File: src/rtl/fifo_burst_packer_pkg.sv
// Shared types and constants for the burst packer: FSM states, default geometry
// and the byte-keep helper.
package fifo_pack_pkg;

    localparam int unsigned DATA_W      = 8;
    localparam int unsigned PACK        = 4;
    localparam int unsigned BURST_WORDS = 16;
    localparam int unsigned BB          = BURST_WORDS * PACK;
    localparam int unsigned LVL_W       = 12;

    typedef enum logic [1:0] {
        IDLE,
        BURST,
        FLUSH,
        DONE
    } state_t;

    // Mask with the low n lanes set.
    function automatic logic [PACK-1:0] keep_mask(input int unsigned n);
        logic [PACK-1:0] m;
        m = '0;
        for (int unsigned i = 0; i < PACK; i++) begin
            m[i] = (i < n);
        end
        return m;
    endfunction

endpackage

File: src/rtl/fifo_burst_packer_out_buf.sv
// Two-entry word FIFO carrying {data, keep, last} towards the output stream.
// Outputs read as zero whenever no word is held.
module pack_out_buf #(
    parameter int unsigned DW = 32,
    parameter int unsigned KW = 4
) (
    input  logic          clk,
    input  logic          tb_rst,
    input  logic          push_i,
    input  logic [DW-1:0] push_data_i,
    input  logic [KW-1:0] push_keep_i,
    input  logic          push_last_i,
    output logic [DW-1:0] data_o,
    output logic [KW-1:0] keep_o,
    output logic          last_o,
    output logic          valid_o,
    input  logic          ready_i,
    output logic [1:0]    count_o
);

    logic [DW-1:0] data_q [2];
    logic [KW-1:0] keep_q [2];
    logic [1:0]    last_q;
    logic          wr_ptr_q, wr_ptr_d;
    logic          rd_ptr_q, rd_ptr_d;
    logic [1:0]    cnt_q, cnt_d;
    logic          pop;

    assign valid_o = (cnt_q != 2'd0);
    assign pop     = valid_o && ready_i;
    assign count_o = cnt_q;
    assign data_o  = valid_o ? data_q[rd_ptr_q] : '0;
    assign keep_o  = valid_o ? keep_q[rd_ptr_q] : '0;
    assign last_o  = valid_o && last_q[rd_ptr_q];

    always_comb begin
        cnt_d    = cnt_q;
        wr_ptr_d = wr_ptr_q ^ push_i;
        rd_ptr_d = rd_ptr_q ^ pop;
        case ({push_i, pop})
            2'b10:   cnt_d = cnt_q + 2'd1;
            2'b01:   cnt_d = cnt_q - 2'd1;
            default: cnt_d = cnt_q;
        endcase
    end

    always_ff @(posedge clk or posedge tb_rst) begin
        if (tb_rst) begin
            for (int unsigned i = 0; i < 2; i++) begin
                data_q[i] <= '0;
                keep_q[i] <= '0;
            end
            last_q   <= '0;
            wr_ptr_q <= 1'b0;
            rd_ptr_q <= 1'b0;
            cnt_q    <= '0;
        end else begin
            if (push_i) begin
                data_q[wr_ptr_q] <= push_data_i;
                keep_q[wr_ptr_q] <= push_keep_i;
                last_q[wr_ptr_q] <= push_last_i;
            end
            wr_ptr_q <= wr_ptr_d;
            rd_ptr_q <= rd_ptr_d;
            cnt_q    <= cnt_d;
        end
    end

endmodule

File: src/rtl/fifo_burst_packer.sv
// Read-side consumer of the line FIFO: pulls full bursts (or a flushed tail),
// packs bytes into words and presents them on a valid/ready stream.
module fifo_burst_packer #(
    parameter int unsigned DATA_W      = fifo_pack_pkg::DATA_W,
    parameter int unsigned PACK        = fifo_pack_pkg::PACK,
    parameter int unsigned BURST_WORDS = fifo_pack_pkg::BURST_WORDS,
    parameter int unsigned LVL_W       = fifo_pack_pkg::LVL_W
) (
    input  logic                   clk,
    input  logic                   tb_rst,
    output logic                   fifo_rd_en,
    input  logic [DATA_W-1:0]      fifo_rd_data,
    input  logic                   fifo_rd_empty,
    input  logic [LVL_W-1:0]       fifo_rd_water_level,
    input  logic                   flush,
    output logic [PACK*DATA_W-1:0] m_data,
    output logic [PACK-1:0]        m_keep,
    output logic                   m_valid,
    input  logic                   m_ready,
    output logic                   m_last,
    output logic                   busy,
    output logic                   underflow_err
);

    import fifo_pack_pkg::*;

    localparam int unsigned      IDX_W  = (PACK > 1) ? $clog2(PACK) : 1;
    localparam logic [LVL_W-1:0] BB_LVL = LVL_W'(BURST_WORDS * PACK);

    state_t                  state_q, state_d;
    logic                    flush_pend_q, flush_pend_d;
    logic [LVL_W-1:0]        bytes_left_q, bytes_left_d;
    logic [IDX_W-1:0]        byte_idx_q, byte_idx_d;
    logic [PACK*DATA_W-1:0]  lanes_q, lanes_d;
    logic                    rd_pend_q, rd_last_q;
    logic                    underflow_q, underflow_d;

    logic [1:0]              buf_cnt;
    logic [1:0]              free_cnt;
    logic                    pop, push, push_last;
    logic [PACK*DATA_W-1:0]  push_data;
    logic [PACK-1:0]         push_keep;
    logic                    inflight_word, space_ok, rd_due;

    // A byte landing this cycle that closes a word occupies a buffer slot
    // before any newly issued read can, so it is reserved first.
    assign pop           = m_valid && m_ready;
    assign inflight_word = rd_pend_q && ((byte_idx_q == IDX_W'(PACK - 1)) || rd_last_q);
    assign free_cnt      = 2'd2 - buf_cnt + {1'b0, pop};
    assign space_ok      = (free_cnt > {1'b0, inflight_word});
    assign rd_due        = ((state_q == BURST) || (state_q == FLUSH))
                           && (bytes_left_q != '0) && space_ok;
    assign fifo_rd_en    = rd_due && !fifo_rd_empty;
    assign busy          = (state_q != IDLE) || (buf_cnt != 2'd0);
    assign underflow_err = underflow_q;

    always_comb begin
        lanes_d    = lanes_q;
        byte_idx_d = byte_idx_q;
        push       = 1'b0;
        push_last  = 1'b0;
        push_data  = '0;
        push_keep  = '0;
        if (rd_pend_q) begin
            lanes_d[byte_idx_q*DATA_W +: DATA_W] = fifo_rd_data;
            if (inflight_word) begin
                push       = 1'b1;
                push_last  = rd_last_q;
                push_data  = lanes_d;
                push_keep  = keep_mask(32'(byte_idx_q) + 32'd1);
                lanes_d    = '0;
                byte_idx_d = '0;
            end else begin
                byte_idx_d = byte_idx_q + IDX_W'(1);
            end
        end
    end

    always_comb begin
        state_d      = state_q;
        bytes_left_d = bytes_left_q;
        flush_pend_d = flush_pend_q | flush;
        underflow_d  = underflow_q;
        case (state_q)
            IDLE: begin
                if (fifo_rd_water_level >= BB_LVL) begin
                    state_d      = BURST;
                    bytes_left_d = BB_LVL;
                end else if (flush_pend_q) begin
                    flush_pend_d = flush;
                    if (fifo_rd_water_level != '0) begin
                        state_d      = FLUSH;
                        bytes_left_d = fifo_rd_water_level;
                    end
                end
            end
            BURST, FLUSH: begin
                if (fifo_rd_en) begin
                    bytes_left_d = bytes_left_q - LVL_W'(1);
                end
                if (rd_due && fifo_rd_empty) begin
                    underflow_d = 1'b1;
                end
                if (rd_pend_q && rd_last_q) begin
                    state_d = DONE;
                end
            end
            DONE: begin
                if (pop && m_last) begin
                    state_d = IDLE;
                end
            end
            default: state_d = IDLE;
        endcase
    end

    always_ff @(posedge clk or posedge tb_rst) begin
        if (tb_rst) begin
            state_q      <= IDLE;
            flush_pend_q <= 1'b0;
            bytes_left_q <= '0;
            byte_idx_q   <= '0;
            lanes_q      <= '0;
            rd_pend_q    <= 1'b0;
            rd_last_q    <= 1'b0;
            underflow_q  <= 1'b0;
        end else begin
            state_q      <= state_d;
            flush_pend_q <= flush_pend_d;
            bytes_left_q <= bytes_left_d;
            byte_idx_q   <= byte_idx_d;
            lanes_q      <= lanes_d;
            rd_pend_q    <= fifo_rd_en;
            rd_last_q    <= fifo_rd_en && (bytes_left_q == LVL_W'(1));
            underflow_q  <= underflow_d;
        end
    end

    pack_out_buf #(
        .DW(PACK * DATA_W),
        .KW(PACK)
    ) u_out_buf (
        .clk         (clk),
        .tb_rst      (tb_rst),
        .push_i      (push),
        .push_data_i (push_data),
        .push_keep_i (push_keep),
        .push_last_i (push_last),
        .data_o      (m_data),
        .keep_o      (m_keep),
        .last_o      (m_last),
        .valid_o     (m_valid),
        .ready_i     (m_ready),
        .count_o     (buf_cnt)
    );

endmodule
File: config.mk
export PLATFORM = sky130hd
export DESIGN_NAME = fifo_burst_packer
export DESIGN_NICKNAME = d
export VERILOG_FILES = /design/src/rtl/fifo_burst_packer_pkg.sv /design/src/rtl/fifo_burst_packer_out_buf.sv /design/src/rtl/fifo_burst_packer.sv
export SDC_FILE = /design/constraint.sdc
export NUM_CORES = 1
export LEC_CHECK = 0
export BUFFER_PORTS_ARGS = -buffer_cell sky130_fd_sc_hd__buf_4
export CAP_MARGIN = 20
export CELL_PAD_IN_SITES_DETAIL_PLACEMENT = 0
export CELL_PAD_IN_SITES_GLOBAL_PLACEMENT = 1
export CORE_ASPECT_RATIO = 1.2
export CORE_MARGIN = 1.5
export CORE_UTILIZATION = 45
export CTS_BUF_LIST = sky130_fd_sc_hd__clkbuf_4
export CTS_CLUSTER_DIAMETER = 50
export DETAILED_ROUTE_END_ITERATION = 16
export PLACE_DENSITY = 0.86
export SYNTH_ARGS = -nofsm -noshare
export SYNTH_HDL_FRONTEND = slang
export SYNTH_SLANG_ARGS = --single-unit
File: constraint.sdc
create_clock -name clk -period 6 [get_ports clk]
set_clock_uncertainty 0.05 [all_clocks]
set_input_delay 0.3 -clock clk [delete_from_list [all_inputs] [get_ports clk]]
set_output_delay 0.3 -clock clk [all_outputs]
set_load 0.05 [all_outputs]
# Word-level counts from Yosys, hierarchy flattened
# Index checks and enable logic that the tools add are counted.
classes:
  n_reduce_logical: 27
  magnitude_cmp: 12
  add_sub_neg: 8
  n_eq_ne: 12
  n_shift: 2
  bitwise_logic: 5
  muxes: 45
op_table:
  columns: ["cell", "count"]
  rows:
  - ["two-way mux 32 bit", 8]
  - ["bitwise mux 64 bit", 1]
  - ["two-way mux 12 bit", 4]
  - ["negation 5 -> 34 bit", 1]
  - ["variable shift 8 x 34 -> 32 bit (first input constant)", 1]
  - ["indexed part select 8 x 34 -> 32 bit", 1]
  - ["bitwise mux 32 bit", 1]
  - ["demux 32 bit (select 1 bit)", 1]
  - ["two-way mux 4 bit", 7]
  - ["one-hot mux 12 bit (2 select lines)", 1]
  - ["nonzero test 12 bit", 2]
  - ["equality test 12 x 1 -> 1 bit (second input constant)", 1]
  - ["greater-or-equal comparator 12 x 7 -> 1 bit (second input constant)", 1]
  - ["logical AND 1 bit", 12]
  - ["two-way mux 2 bit", 6]
  - ["subtractor 12 x 1 -> 12 bit (second input constant)", 1]
  - ["two-way mux 1 bit", 10]
  - ["bitwise mux 8 bit", 1]
  - ["equality test 2 bit (second input constant)", 4]
  - ["AND reduction 4 bit", 2]
  - ["nonzero test 2 bit", 4]
  - ["< comparator 1 x 3 -> 1 bit (first input constant)", 2]
  - ["< comparator 2 x 3 -> 1 bit (first input constant)", 2]
  - ["inequality test 2 bit (second input constant)", 3]
  - ["other kinds (25)", 34]
word_totals:
  ff_bits: 130
  output_inout_bits: 41
  wordCells: 127
  input_bits: 25

# Logic depth before layout (Yosys ltp)
# Gate-level depths: netlist of the first run.
logic_depth:
  ltp_word: 8
  ltp_mapped: 10
  ltp_nobuf: 10

# Hierarchy
# A second synthesis of the first run with hierarchy kept.
unflattened:
  hier_cells: 620
  hier_area_um2: 7130.6
by_module_without_submodules:
  columns: ["module", "seq_area_each_um2", "cells_per_inst", "area_each_um2", "instances"]
  rows:
  - ["pack_out_buf", 1951.9, 257, 3816.2, 1]
  - ["fifo_burst_packer", 1301.2, 363, 3314.4, 1]

# Worst setup path before layout of the first run
# OpenSTA, ideal clock, no wires.
synth_path:
  kind: "register to register"
  startpoint: "register u_out_buf.cnt_q[0], in the netlist u_out_buf.count_o[0]"
  endpoint: "register bytes_left_q[8]"
  path_buffers: 0
  setup_ps: 124
  path_stages_with_launch: 11
  setup_slack_ps: 2249
  arrival_time_ps: 3577
  period_less_slack_ps: 3751
  required_ps: 5826
  cell_sequence: "dfrtp_1 -> nor2_1 -> inv_1 -> nand2_1 -> ha_1 -> ha_1 -> nor2_1 -> o21ai_0 -> nor3_1 -> o21ai_0 -> a211o_1"
synth_between:
  elab_chain_len: 8
  word_cells_on_any_way: 9
  cone_classes: "add/sub (2); order compare (1); eq/ne (1); reduce/logical (5)"
synth_rtl:
  columns: ["item", "line_no", "rtl"]
  rows:
  - ["start, declared", "fifo_burst_packer_out_buf.sv:26", "logic [1:0] cnt_q, cnt_d;"]
  - ["start signal, assigned", "fifo_burst_packer_out_buf.sv:65", "cnt_q <= cnt_d;"]
  - ["nonzero test 2 bit", "fifo_burst_packer_out_buf.sv:29", "assign valid_o = (cnt_q != 2'd0);"]
  - ["named net m_valid", "fifo_burst_packer.sv:18", "output logic m_valid,"]
  - ["logical AND 1 bit", "fifo_burst_packer.sv:47", "assign pop = m_valid && m_ready;"]
  - ["adder 2 x 1 -> 2 bit", "fifo_burst_packer.sv:49", "assign free_cnt = 2'd2 - buf_cnt + {1'b0, pop};"]
  - ["greater-than comparator 2 x 1 -> 1 bit", "fifo_burst_packer.sv:50", "assign space_ok = (free_cnt > {1'b0, inflight_word});"]
  - ["logical AND 1 bit", "fifo_burst_packer.sv:52", "&& (bytes_left_q != '0) && space_ok;"]
  - ["logical AND 1 bit", "fifo_burst_packer.sv:53", "assign fifo_rd_en = rd_due && !fifo_rd_empty;"]
  - ["named net fifo_rd_en", "fifo_burst_packer.sv:11", "output logic fifo_rd_en,"]
  - ["inequality test 2 bit (no source line)", null, null]
  - ["AND reduction 4 bit (no source line)", null, null]
  - ["end signal, assigned", "fifo_burst_packer.sv:130", "bytes_left_q <= bytes_left_d;"]
  - ["end, declared", "fifo_burst_packer.sv:32", "logic [LVL_W-1:0] bytes_left_q, bytes_left_d;"]
# The timed path passes the listed nets, and every way through them passes these cells.
# A chain may end at the register's enable or synchronous reset.

# Worst setup path in the final report of the first run
layout_path:
  startpoint: "register u_out_buf.cnt_q[0], in the netlist u_out_buf.count_o[0]"
  endpoint: "output fifo_rd_en"
layout_between:
  elab_chain_len: 6
  word_cells_on_any_way: 7
  cone_classes: "add/sub (2); order compare (1); reduce/logical (4)"
layout_rtl:
  columns: ["item", "line_no"]
  rows:
  - ["branches (longest 2 deep; another with subtractor 2 bit)", null]
  - ["adder 2 x 1 -> 2 bit (*)", "fifo_burst_packer.sv:49"]
  - ["greater-than comparator 2 x 1 -> 1 bit (*)", "fifo_burst_packer.sv:50"]
  - ["logical AND 1 bit (*)", "fifo_burst_packer.sv:52"]
  - ["logical AND 1 bit (*)", "fifo_burst_packer.sv:53"]
  - ["end, declared", "fifo_burst_packer.sv:11"]
# Every way passes the cells marked *.

==> summary.md, run 1 <==
| Metric | Value |
|---|---|
| Max-slew headroom | `between 40% and 50%` |
| Main combinational cell family by area after synthesis | `multiplexers` |
| Horiz. Die Dim | `~110 µm` |
| Wirelength per Cell | `~17 µm` |
| Post-CTS sizing | `0` |
| Nets | `a little over 700` |
| Int Power | `approximately 1.8 mW` |
| RSZ-0062 raised after global routing | `no` |
| CTS root buf | `clkbuf_4` |
| Detailed Place HPWL | `10200 µm` |
| Worst path max stage delay | `~0.60 ns` |
| DRT Pass-1 Iters | `5` |
| Total of max-cap violations | `0` |
| Clock sink count | `between 100 and 150` |
| Combinational power share | `around two fifths` |
| Synth warn | `0` |
| Fraction of registers with async set/reset | `100%` |
| Worst Tran Pin Value | `between 0.8 and 0.9 ns` |
| Seq cells post-synth | `between 100 and 150` |
| Largest net degree at the start of global routing | `67` |
| Final instance area | `around 0.0076 mm²` |
| Library cells used by synthesis | `41` |
| Syn_nets | `approximately 660` |
| Worst-path fanout max | `39` |
| Multiplexer area fraction after synthesis | `~18%` |
| Gate Count Post-Synth | `615` |
| Area grow syn2layout | `14.7%` |
| Drt initial violations | `~230` |
| Netlist Area Pre-Place | `0.00661 mm²` |
| Placed inst area | `between 0.007 and 0.008 mm²` |
| NetSw | `1.17 mW` |
| Final Hold Fails | `0` |
| Ant. Diodes | `0` |
| CP bufs+invs | `3` |
| Status | `finished, final reports clean` |
| Final setup viols | `0` |
| I/O pin count | `66` |
| Fraction of power consumed by sequential logic | `about two fifths` |
| Max Root-Sink Buffers | `2` |
| Critical Path RT | `between 5 and 6 ns` |
| Final antenna-violating net count | `0` |
| Die height | `136 µm` |
| WP data arrival | `between 3 and 4 ns` |
| Crit end category | `output port` |
| CP Launch Type | `flip-flop` |
| Pwr Density | `between 300 and 400 mW/mm²` |
| Final Max Tran Viols | `0` |
| Avg Cell Area, Syn | `approximately 11 µm²` |
| Xor and xnor fraction of the mapped netlist area | `0.663%` |
| H-tree Lvls | `4` |
| Maximum vdd ir drop | `between 200 and 300 µV` |
| Slowest-stage cell, CP | `nor3_1` |
| Final period util | `about 65%` |
| Area of the die | `~0.015 mm²` |
| Vias in the first global route | `roughly 4900` |
| Sw frac | `between 30% and 40%` |
| DRC viols | `0` |
| Wire length of the first global-routing pass | `approximately 25000 µm` |
| Antenna violations before repair | `0` |
| Site Rows | `48` |
| Most frequent cells in the layout | `129 x dfrtp_1, 81 x nor2_1, 73 x buf_4` |
| GR Util All Layers | `about a fifth` |
| Main synth FF type | `dfrtp_1` |
| Cts bufs inserted | `17` |
| Leak Pwr | `3.75 nW` |
| Clk pwr share | `a little under a fifth` |
| Share of cells above drive strength 1 | `approximately a quarter` |
| Routability cong. | `around 0.8` |
| Total congestion overflow | `0` |
| Clock latency on the worst-skew pair | `around 0.55 ns` |
| Vias/cell | `~5.6` |
| Hold Crit Class | `in2reg` |
| Final min period | `slightly below 4 ns` |
| CTS tree | `yes` |
| Peak Freq | `0.257 GHz` |
| Placeable Area | `between 0.01 and 0.015 mm²` |
| Vias | `a little under 5000` |
| Adder-cell share of the synthesized area | `3.41%` |
| Critical path, cell by cell | `nor2_2, buf_4, inv_1, nand2_1, ha_1, ha_1, nor2_1, o21ai_0, nor3_1, buf_4` |
| Simple-gate share of the synthesized area | `12.6%` |
| Sequential share of the synthesized area | `approximately 49%` |
| Post-Route WL | `between 10000 and 15000 µm` |
| Synth Area in Compound Gates | `approximately an eighth` |
| PortBufs | `65` |
| Critical path type | `reg2out` |
| Critical path's top delay family | `simple AND/OR/NAND/NOR gates` |
| Number of flops mapped to enable cells by yosys | `0` |
| Leading cell type in the layout, fill and taps excluded | `dfrtp_1` |
| Final TNS setup | `0 ns` |
| Starting Density | `between 40% and 50%` |
| Register clock-pin slew on the reported worst setup and hold paths | `0.12 ns` |
cell usage after synthesis (7+ instances only):
master	n	share of area, %
buf_2	10	0.76
buf_1	7	0.40
a22o_1	34	4.5
nand2_1	12	0.68
nor2_1	82	4.7
a21oi_1	40	3.0
mux2_2	71	12
dfrtp_1	130	49
clkbuf_1	24	1.4
nand3_1	13	0.98
inv_1	19	1.1
nor2b_1	34	3.2
ha_1	18	3.4
o21ai_0	12	0.91
a31oi_1	12	1.1
mux2i_1	40	6.1
tightest hold or removal path: stages:
cell and delay, ns:
buf_4 0.09, a31oi_1 0.08, a21oi_1 0.13
metrics by stage:
step | util (%) | setup slack (ns) | hold WS, ns | total power [mW] | instances
after floorplan | - | 2.18 | 0.342 | 2.10 | 615
after global placement | 50.2 | 2.89 | 0.425 | 2.36 | 821
after detailed placement | 50.2 | 2.78 | 0.424 | 2.40 | 821
after CTS | 52.6 | 2.14 | 0.000649 | 2.97 | 861
after global routing | 52.8 | 1.89 | 0.00318 | 3.16 | 864
final | 52.8 | 2.11 | 0.0405 | 2.95 | 864
area by class of cell:
type / instances / area (µm²)
clock buffer: 19 / 143
clock inverter: 13 / 119
tap: 175 / 219
sequential: 130 / 3250
multi-input combinational: 424 / 3110
fill: 1283 / 6780
timing repair buffer: 84 / 656
inverter: 19 / 73.8
routing by layer:
| layer | vias to the layer above | share of wire [%] | GRT usage [%] |
|---|---|---|---|
| met5 | - | 0 | 0 |
| met4 | 0 | 1.2 | 6.11 |
| met3 | 18 | 4.3 | 4.83 |
| met2 | 118 | 51 | 35.4 |
| met1 | 2399 | 43 | 26.1 |
| li1 | 2308 | - | - |
power groups by stage:
stage               clock network [mW]  registers, mW  logic [mW]
finish                           0.563           1.22        1.17
global route                     0.621           1.25        1.30
CTS                              0.577           1.22        1.17
detailed placement                   0           1.23        1.16
global placement                     0           1.23        1.14
floorplan                            0           1.15       0.945
sequential cells by signal (all words and copies together), names as in the netlist:
register            flops
u_out_buf.keep_q        8
u_out_buf.rd_ptr_q      1
rd_pend_q               1
u_out_buf.data_q       64
bytes_left_q           12
u_out_buf.wr_ptr_q      1
u_out_buf.last_q        2
lanes_q                32
flush_pend_q            1
underflow_err           1
rd_last_q               1
state_q                 2
u_out_buf.count_o       2
byte_idx_q              2
what timing repair did:
action	in CTS	in global routing
hold endpoints to repair	76	2
setup buffers	0	0
hold buffers	8	2
worst paths after layout:
check,slack [ns],to,cells after the start,start
setup / recovery,2.11,fifo_rd_en,10,u_out_buf.count_o[0]$_DFFE_PP0P_
hold / removal,0.04,bytes_left_q[4]$_DFFE_PP0P_,3,fifo_rd_water_level[4]
setup reg to reg,2.71,bytes_left_q[8]$_DFFE_PP0P_,11,u_out_buf.count_o[0]$_DFFE_PP0P_
hold reg to reg,0.45,bytes_left_q[11]$_DFFE_PP0P_,1,bytes_left_q[11]$_DFFE_PP0P_
max in group asynchronous,4.16,u_out_buf.data_q[10]$_DFFE_PP0P_,4,tb_rst
min in group asynchronous,0.41,bytes_left_q[11]$_DFFE_PP0P_,3,tb_rst
cell families (layout without fill, tap and decap cells):
group                      count (synthesis)  count (layout)
AOI/OAI and AO/OA                        120             120
adders and majority gates                 18              18
buffers and inverters                     61             135
muxes                                    111             111
DFF                                      130             130
xor gates and xnor gates                   5               5
and+or+nand+nor                          170             170
Note: power is estimated with default switching activity, not from simulation.
==> run 2: changes to the inputs <==
--- a/config.mk
+++ b/config.mk
@@ -11,11 +11,11 @@
 export CELL_PAD_IN_SITES_GLOBAL_PLACEMENT = 1
 export CORE_ASPECT_RATIO = 1.2
 export CORE_MARGIN = 1.5
-export CORE_UTILIZATION = 45
+export CORE_UTILIZATION = 44
 export CTS_BUF_LIST = sky130_fd_sc_hd__clkbuf_4
 export CTS_CLUSTER_DIAMETER = 50
 export DETAILED_ROUTE_END_ITERATION = 16
-export PLACE_DENSITY = 0.86
+export PLACE_DENSITY = 0.87
 export SYNTH_ARGS = -nofsm -noshare
 export SYNTH_HDL_FRONTEND = slang
 export SYNTH_SLANG_ARGS = --single-unit
==> constraint.sdc (replaced) <==
create_clock -name clk -period 3.55 [get_ports clk]
set_clock_uncertainty 0.05 [all_clocks]
set_input_delay 0.1775 -clock clk [delete_from_list [all_inputs] [get_ports clk]]
set_output_delay 0.1775 -clock clk [all_outputs]
set_load 0.05 [all_outputs]
==> run 2 against run 1 <==
  * Sequential power increased by 69%
  * Via count increased by 2.1%
  * Setup slack got worse by 1.6 ns
  * Largest cell class unchanged
  * Largest power group unchanged
==> summary.md, run 2 (same netlist as run 1, synthesis figures left out) <==
| Metric | Value |
|---|---|
| Clock latency on the worst-skew pair | `0.52 ns` |
| Final setup viols | `0` |
| GR Util All Layers | `between 20% and 30%` |
| Max Root-Sink Buffers | `2` |
| Final Max Tran Viols | `0` |
| Hold Crit Class | `in2reg` |
| Most frequent cells in the layout | `129 x dfrtp_1, 81 x nor2_1, 74 x buf_4` |
| Final period util | `about 87%` |
| Total of max-cap violations | `0` |
| Total congestion overflow | `0` |
| Worst-path fanout max | `9` |
| Number of cells on the worst reg-to-reg path | `8` |
| RSZ-0062 raised after global routing | `no` |
| Pwr Density | `between 600 and 700 mW/mm²` |
| Post-CTS setup buffers | `0` |
| DRC viols | `0` |
| Maximum vdd ir drop | `approximately 370 µV` |
| Wire length of the first global-routing pass | `between 20000 and 30000 µm` |
| Hold Path Cell Cnt | `5` |
| Detailed Place HPWL | `10300 µm` |
| Final Non-Filler Cells | `~900` |
| Post-Route WL | `around 15000 µm` |
| Area of the die | `0.0158 mm²` |
| Status | `finished, final reports clean` |
| Final antenna-violating net count | `0` |
| Vias in the first global route | `about 5100` |
| CTS tree | `yes` |
| DP Cell Count | `between 800 and 900` |
| Regs by FF count | `u_out_buf.data_q: 64 flops, lanes_q: 32 flops, bytes_left_q: 12 flops` |
| Final min period | `3.08 ns` |
| Nets | `about 730` |
| Placeable Area | `roughly 0.015 mm²` |
| Register clock-pin slew on the reported worst setup and hold paths | `0.10 ns` |
| I/O pin count | `between 60 and 70` |
| Share of cells above drive strength 1 | `between 20% and 30%` |
| Max reg flops | `64` |
| Worst Tran Pin Value | `roughly 0.87 ns` |
| H-tree Lvls | `4` |
| Critical Path RT | `around 3.3 ns` |
| PortBufs | `65` |
| Critical path type | `reg2out` |
| Max-slew headroom | `a little over two fifths` |
| Routability cong. | `around 0.85` |
| Final TNS setup | `0 ns` |
| Drt initial violations | `between 200 and 250` |
| Wirelength per Cell | `between 15 and 20 µm` |
| Antenna violations before repair | `0` |
| Starting Density | `45.5%` |
| WP data arrival | `roughly 2.9 ns` |
| CTS root buf | `clkbuf_4` |
| Largest net degree at the start of global routing | `93` |
| Final Hold Fails | `0` |
| Horiz. Die Dim | `between 100 and 150 µm` |
| DRT Pass-1 Iters | `5` |
| Cts bufs inserted | `17` |
| Die height | `about 140 µm` |
| Crit end category | `output port` |
| Vias/cell | `roughly 5.5` |
| Vias | `4945` |
| Ant. Diodes | `0` |
| Largest Register | `u_out_buf.data_q` |
| Leading cell type in the layout, fill and taps excluded | `dfrtp_1` |
| Leak Pwr | `3.84 nW` |
| Peak Freq | `between 0.3 and 0.4 GHz` |
| CP Launch Type | `flip-flop` |
| Clock sink count | `130` |
| Site Rows | `48` |
| Area grow syn2layout | `18.1%` |
-- run 2: cell count changes in the layout (fill, tap and decap cells not counted) --
cell	previous run	this run
clkinv_1	3	2
buf_4	73	74
nor3_2	0	1
bufinv_16	2	5
inv_4	1	0
dlygate4sd3_1	10	18
clkinv_2	5	3
nor3_1	6	5
clkinv_4	0	1
clkinvlp_4	3	2
clkbuf_4	20	19
buf_12	0	2
-- run 2: worst max-delay path, stage by stage (launching register included) --
cell	delay, ns
dfrtp_1	0.52
ha_1	0.26
o21a_1	0.33
ha_1	0.29
nor2_1	0.13
o21ai_0	0.19
nor3_2	0.35
buf_4	0.27
-- run 2: worst paths after layout --
kind	slack (ns)	endpoint	start
hold / removal	0.08	flush_pend_q$_DFF_PP0_	fifo_rd_water_level[10]
max in group asynchronous	2.17	lanes_q[11]$_DFFE_PP0P_	tb_rst
hold reg to reg	0.45	bytes_left_q[11]$_DFFE_PP0P_	bytes_left_q[11]$_DFFE_PP0P_
setup / recovery	0.47	fifo_rd_en	byte_idx_q[0]$_DFFE_PP0P_
setup reg to reg	0.82	bytes_left_q[1]$_DFFE_PP0P_	byte_idx_q[0]$_DFFE_PP0P_
min in group asynchronous	0.31	u_out_buf.data_q[40]$_DFFE_PP0P_	tb_rst
-- run 2: area by class of cell --
type	instances	area [µm²]
inverters	19	75.1
clock inverters	12	189
fillers	1300	6730
multi-input cells	424	3120
well taps	200	250
flip-flops and latches	130	3250
repair buffers	94	776
clock buffers	19	143
-- run 2: per-stage QoR --
stage          power [mW]  worst slack [ns]  hold WS, ns  util [%]  area [µm²]
6_report             5.21             0.470       0.0841      53.7        7800
5_1_grt              5.54             0.204       0.0621      53.7        7800
4_1_cts              5.25             0.451       0.0531      53.7        7800
3_5_place_dp         4.05             0.852        0.310      50.2        7290
3_3_place_gp         4.00             0.955        0.307      50.2        7290
2_1_floorplan        3.55             0.320        0.220         -        6620
-- run 2: repair_timing --
item                                   in CTS  in global routing
hold buffers                               18                  0
endpoints found under the hold margin      83                  0
resized for setup                           0                  0
-- run 2: power by group --
| group | switching [mW] | total, mW | internal (mW) |
|---|---|---|---|
| Sequential | 0.284 | 2.06 | 1.77 |
| Combinational | 1.15 | 1.98 | 0.833 |
| Clock | 0.533 | 1.17 | 0.635 |
| Total | 1.97 | 5.21 | 3.24 |
-- run 2: metal layers --
layer / vias up / wire (µm) / track usage, %
li1: 2321 / - / -
met1: 2499 / 6530 / 24.6
met2: 104 / 7890 / 36.8
met3: 21 / 551 / 4.40
met4: 0 / 257 / 6.10
met5: - / 0 / 0
==> run 3: changes to the inputs <==
--- a/config.mk
+++ b/config.mk
@@ -11,11 +11,12 @@
 export CELL_PAD_IN_SITES_GLOBAL_PLACEMENT = 1
 export CORE_ASPECT_RATIO = 1.2
 export CORE_MARGIN = 1.5
-export CORE_UTILIZATION = 44
+export CORE_UTILIZATION = 45
 export CTS_BUF_LIST = sky130_fd_sc_hd__clkbuf_4
 export CTS_CLUSTER_DIAMETER = 50
 export DETAILED_ROUTE_END_ITERATION = 16
-export PLACE_DENSITY = 0.87
+export PLACE_DENSITY = 0.88
 export SYNTH_ARGS = -nofsm -noshare
 export SYNTH_HDL_FRONTEND = slang
+export SYNTH_HIERARCHICAL = 1
 export SYNTH_SLANG_ARGS = --single-unit
==> run 3 against run 2 <==
  * Clock power shrank 11%
  * Register-to-register slack lost 0.13 ns
  * Non-clock buffer count grew 10
  * Routed wire length grew 4.0%
  * Area after synthesis grew 7.9%
  * Combinational power shrank 76%
  * Synthesized cell count grew 0.81%
  * Design area grew 5.7%
  * Sequential share of layout area shrank 2.3 points
  * Setup slack lost 0.20 ns
  * Critical endpoint unchanged
  * Critical path type unchanged
  * Die area grew 5.4%
  * Cell count grew 2.9%
==> summary.md, run 3 <==
| Metric | Value |
|---|---|
| Routability cong. | `roughly 0.85` |
| WP data arrival | `~3.1 ns` |
| Post-Route WL | `~16000 µm` |
| Clock sink count | `130` |
| Max Root-Sink Buffers | `2` |
| Regs by FF count | `u_out_buf/data_q: 64 flops, lanes_q: 32 flops, bytes_left_q: 12 flops` |
| Max reg flops | `between 60 and 70` |
| Seq cells post-synth | `130` |
| Wirelength per Cell | `approximately 17 µm` |
| Total of max-cap violations | `0` |
| NetSw | `about 0.93 mW` |
| Final TNS setup | `0 ns` |
| CTS root buf | `clkbuf_4` |
| Nets | `approximately 750` |
| Slowest-stage cell, CP | `dfrtp_1` |
| Number of flops mapped to enable cells by yosys | `0` |
| Horiz. Die Dim | `around 120 µm` |
| Peak Freq | `approximately 0.31 GHz` |
| Hold Crit Class | `in2reg` |
| Area contributors post-synth | `dfrtp_1 46%, mux2_4 13%, mux2i_1 5.8%` |
| Main synth FF type | `dfrtp_1` |
| Power, Total | `3.11 mW` |
| Vias | `4988` |
| GR Util All Layers | `between 20% and 30%` |
| Sw frac | `about 30%` |
| Worst-path fanout max | `8` |
| Fraction of power consumed by sequential logic | `~51%` |
| CTS tree | `yes` |
| Largest Register | `u_out_buf/data_q` |
| H-tree Lvls | `4` |
| I/O pin count | `66` |
| Area grow syn2layout | `15.7%` |
| Wire length of the first global-routing pass | `approximately 27000 µm` |
| Clock latency on the worst-skew pair | `0.55 ns` |
| Maximum vdd ir drop | `approximately 200 µV` |
| RSZ-0062 raised after global routing | `no` |
| Int Power | `2.18 mW` |
| PortBufs | `65` |
| Most instantiated library cell after synthesis | `dfrtp_1` |
| Status | `finished, final reports clean` |
| Final period util | `between 90% and 100%` |
| DRC viols | `0` |
| Fraction of registers with async set/reset | `100%` |
| Critical path type | `reg2out` |
| Synth cell count leaders | `130 x dfrtp_1, 79 x nor2_1, 60 x mux2_4` |
| CP Launch Type | `flip-flop` |
| Final Hold Fails | `0` |
| Critical Path RT | `around 3.3 ns` |
| Share of cells above drive strength 1 | `~28%` |
| Combinational power share | `15.5%` |
| Gate Count Post-Synth | `just over 600` |
| Crit end category | `output port` |
| Worst Tran Pin Value | `about 0.74 ns` |
| DRT Pass-1 Iters | `5` |
| Clk pwr share | `between 30% and 40%` |
| Final setup viols | `0` |
| Post-synth top area share | `a little under half` |
| Critical path, cell by cell | `ha_1, o21ai_2, inv_1, ha_1, or2_2, a21oi_2, nand3_1, inv_2, buf_4` |
| Pwr Density | `around 380 mW/mm²` |
| Final antenna-violating net count | `0` |
| Syn_nets | `about 660` |
| Placeable Area | `0.0156 mm²` |
| Sequential share of the synthesized area | `45.6%` |
| Netlist Area Pre-Place | `approximately 0.007 mm²` |
| Vias in the first global route | `5303` |
| Register clock-pin slew on the reported worst setup and hold paths | `about 0.11 ns` |
| Antenna violations before repair | `1` |
| Leak Pwr | `4.00 nW` |
| Die height | `~140 µm` |
| Final Max Tran Viols | `0` |
| Post-synth top area cell | `dfrtp_1` |
| Final min period | `around 3.3 ns` |
| Area of the die | `~0.017 mm²` |
| Largest net degree at the start of global routing | `53` |
| Total congestion overflow | `0` |
| Most frequent cells in the layout | `129 x dfrtp_1, 79 x nor2_1, 78 x buf_4` |
| Avg Cell Area, Syn | `approximately 12 µm²` |
| Worst path max stage delay | `~0.49 ns` |
| Leading cell type in the layout, fill and taps excluded | `dfrtp_1` |
| Most common cell on crit path | `ha_1` |
| Post-CTS setup buffers | `0` |
| Starting Density | `~46%` |
| Cts bufs inserted | `17` |
| Library cells used by synthesis | `between 60 and 70` |
| Max-slew headroom | `around half` |
| Detailed Place HPWL | `approximately 11000 µm` |
| Synth warn | `6` |
| Drt initial violations | `~250` |
| Vias/cell | `roughly 5.4` |
| Site Rows | `50` |
run 3: cell types whose count changed after synthesis, moves of 6 or more:
cell | before | now
a31oi_1 | 12 | 4
buf_1 | 7 | 0
buf_2 | 10 | 4
buf_6 | 0 | 12
clkbuf_1 | 24 | 10
clkbuf_2 | 0 | 8
mux2_1 | 0 | 14
mux2_2 | 71 | 0
mux2_4 | 0 | 60
o31ai_1 | 6 | 0
run 3: layout make-up:
class                           instances  area, µm²
Antenna cell                            1       2.50
Clock buffer                           17        128
Clock inverter                         15        166
Fill cell                            1346       7330
Inverter                               20       75.1
Multi-Input combinational cell        429       3500
Sequential cell                       130       3250
Tap cell                              208        260
Timing Repair Buffer                  104        866
run 3: what timing repair did:
| action | in CTS | in global routing |
|---|---|---|
| hold buffers | 24 | 0 |
| gates resized for setup | 0 | 2 |
| endpoints found under the setup margin | 0 | 1 |
| hold endpoints to repair | 119 | 0 |
run 3: per-layer routing:
| layer | up-vias | track usage, % | share of wire, % |
|---|---|---|---|
| met2 | 128 | 34.8 | 52 |
| met1 | 2483 | 24.8 | 43 |
| li1 | 2351 | - | - |
| met4 | 0 | 8.09 | 1.6 |
| met5 | - | 0 | 0 |
| met3 | 26 | 3.84 | 3.9 |
run 3: worst paths after layout:
| path | to | cells after the start | slack [ns] | startpoint |
|---|---|---|---|---|
| worst max-delay path | fifo_rd_en | 9 | 0.27 | byte_idx_q[0]$_DFFE_PP0P_ |
| worst min-delay path | state_q[0]$_DFFE_PP0P_ | 5 | 0.09 | fifo_rd_water_level[6] |
| worst max register to register | bytes_left_q[11]$_DFFE_PP0P_ | 9 | 0.69 | byte_idx_q[0]$_DFFE_PP0P_ |
| worst min register to register | u_out_buf/data_q[27]$_DFFE_PP0P_ | 1 | 0.45 | u_out_buf/data_q[27]$_DFFE_PP0P_ |
| max in group asynchronous | u_out_buf/data_q[58]$_DFFE_PP0P_ | 5 | 2.34 | tb_rst |
| min in group asynchronous | underflow_err$_DFFE_PP0P_ | 3 | 0.11 | tb_rst |
run 3: cell families after synthesis:
family          Yosys count  synth area share [%]
simple gates            174                  12.5
xor+xnor                  5                 0.614
compound gates          117                  12.0
fa+ha+maj                18                  3.16
mux                     115                  20.6
flops                   130                  45.6
buf+inv                  61                  5.49
run 3: power by group through the flow:
stage	registers (mW)	logic, mW	clock network (mW)
6_report	1.58	0.481	1.04
4_1_cts	1.58	0.484	1.08
5_1_grt	1.59	0.527	1.15
3_3_place_gp	1.60	0.451	0
3_5_place_dp	1.61	0.465	0
2_1_floorplan	1.55	0.468	0
run 3: stage by stage:
stage / worst slack, ns / utilization, % / cell area (µm²) / hold slack [ns] / instances
floorplan: 0.393 / - / 7130 / 0.220 / 620
global placement: 0.736 / 49.2 / 7670 / 0.308 / 865
detailed placement: 0.553 / 49.4 / 7690 / 0.241 / 866
CTS: 0.0747 / 52.8 / 8220 / 0.0660 / 922
global route: 0.0505 / 53.0 / 8250 / 0.0879 / 924
finish: 0.272 / 53.0 / 8250 / 0.0925 / 924
run 3: worst max-delay path: cells and delay by family, from the launching register on:
kind                     cells  cell delay [ns]
AND/OR/NAND/NOR              2             0.54
adder cells (fa/ha/maj)      2             0.58
flip-flops                   1             0.49
buffers and inverters        3             0.52
AO/OA/AOI/OAI                2             0.38
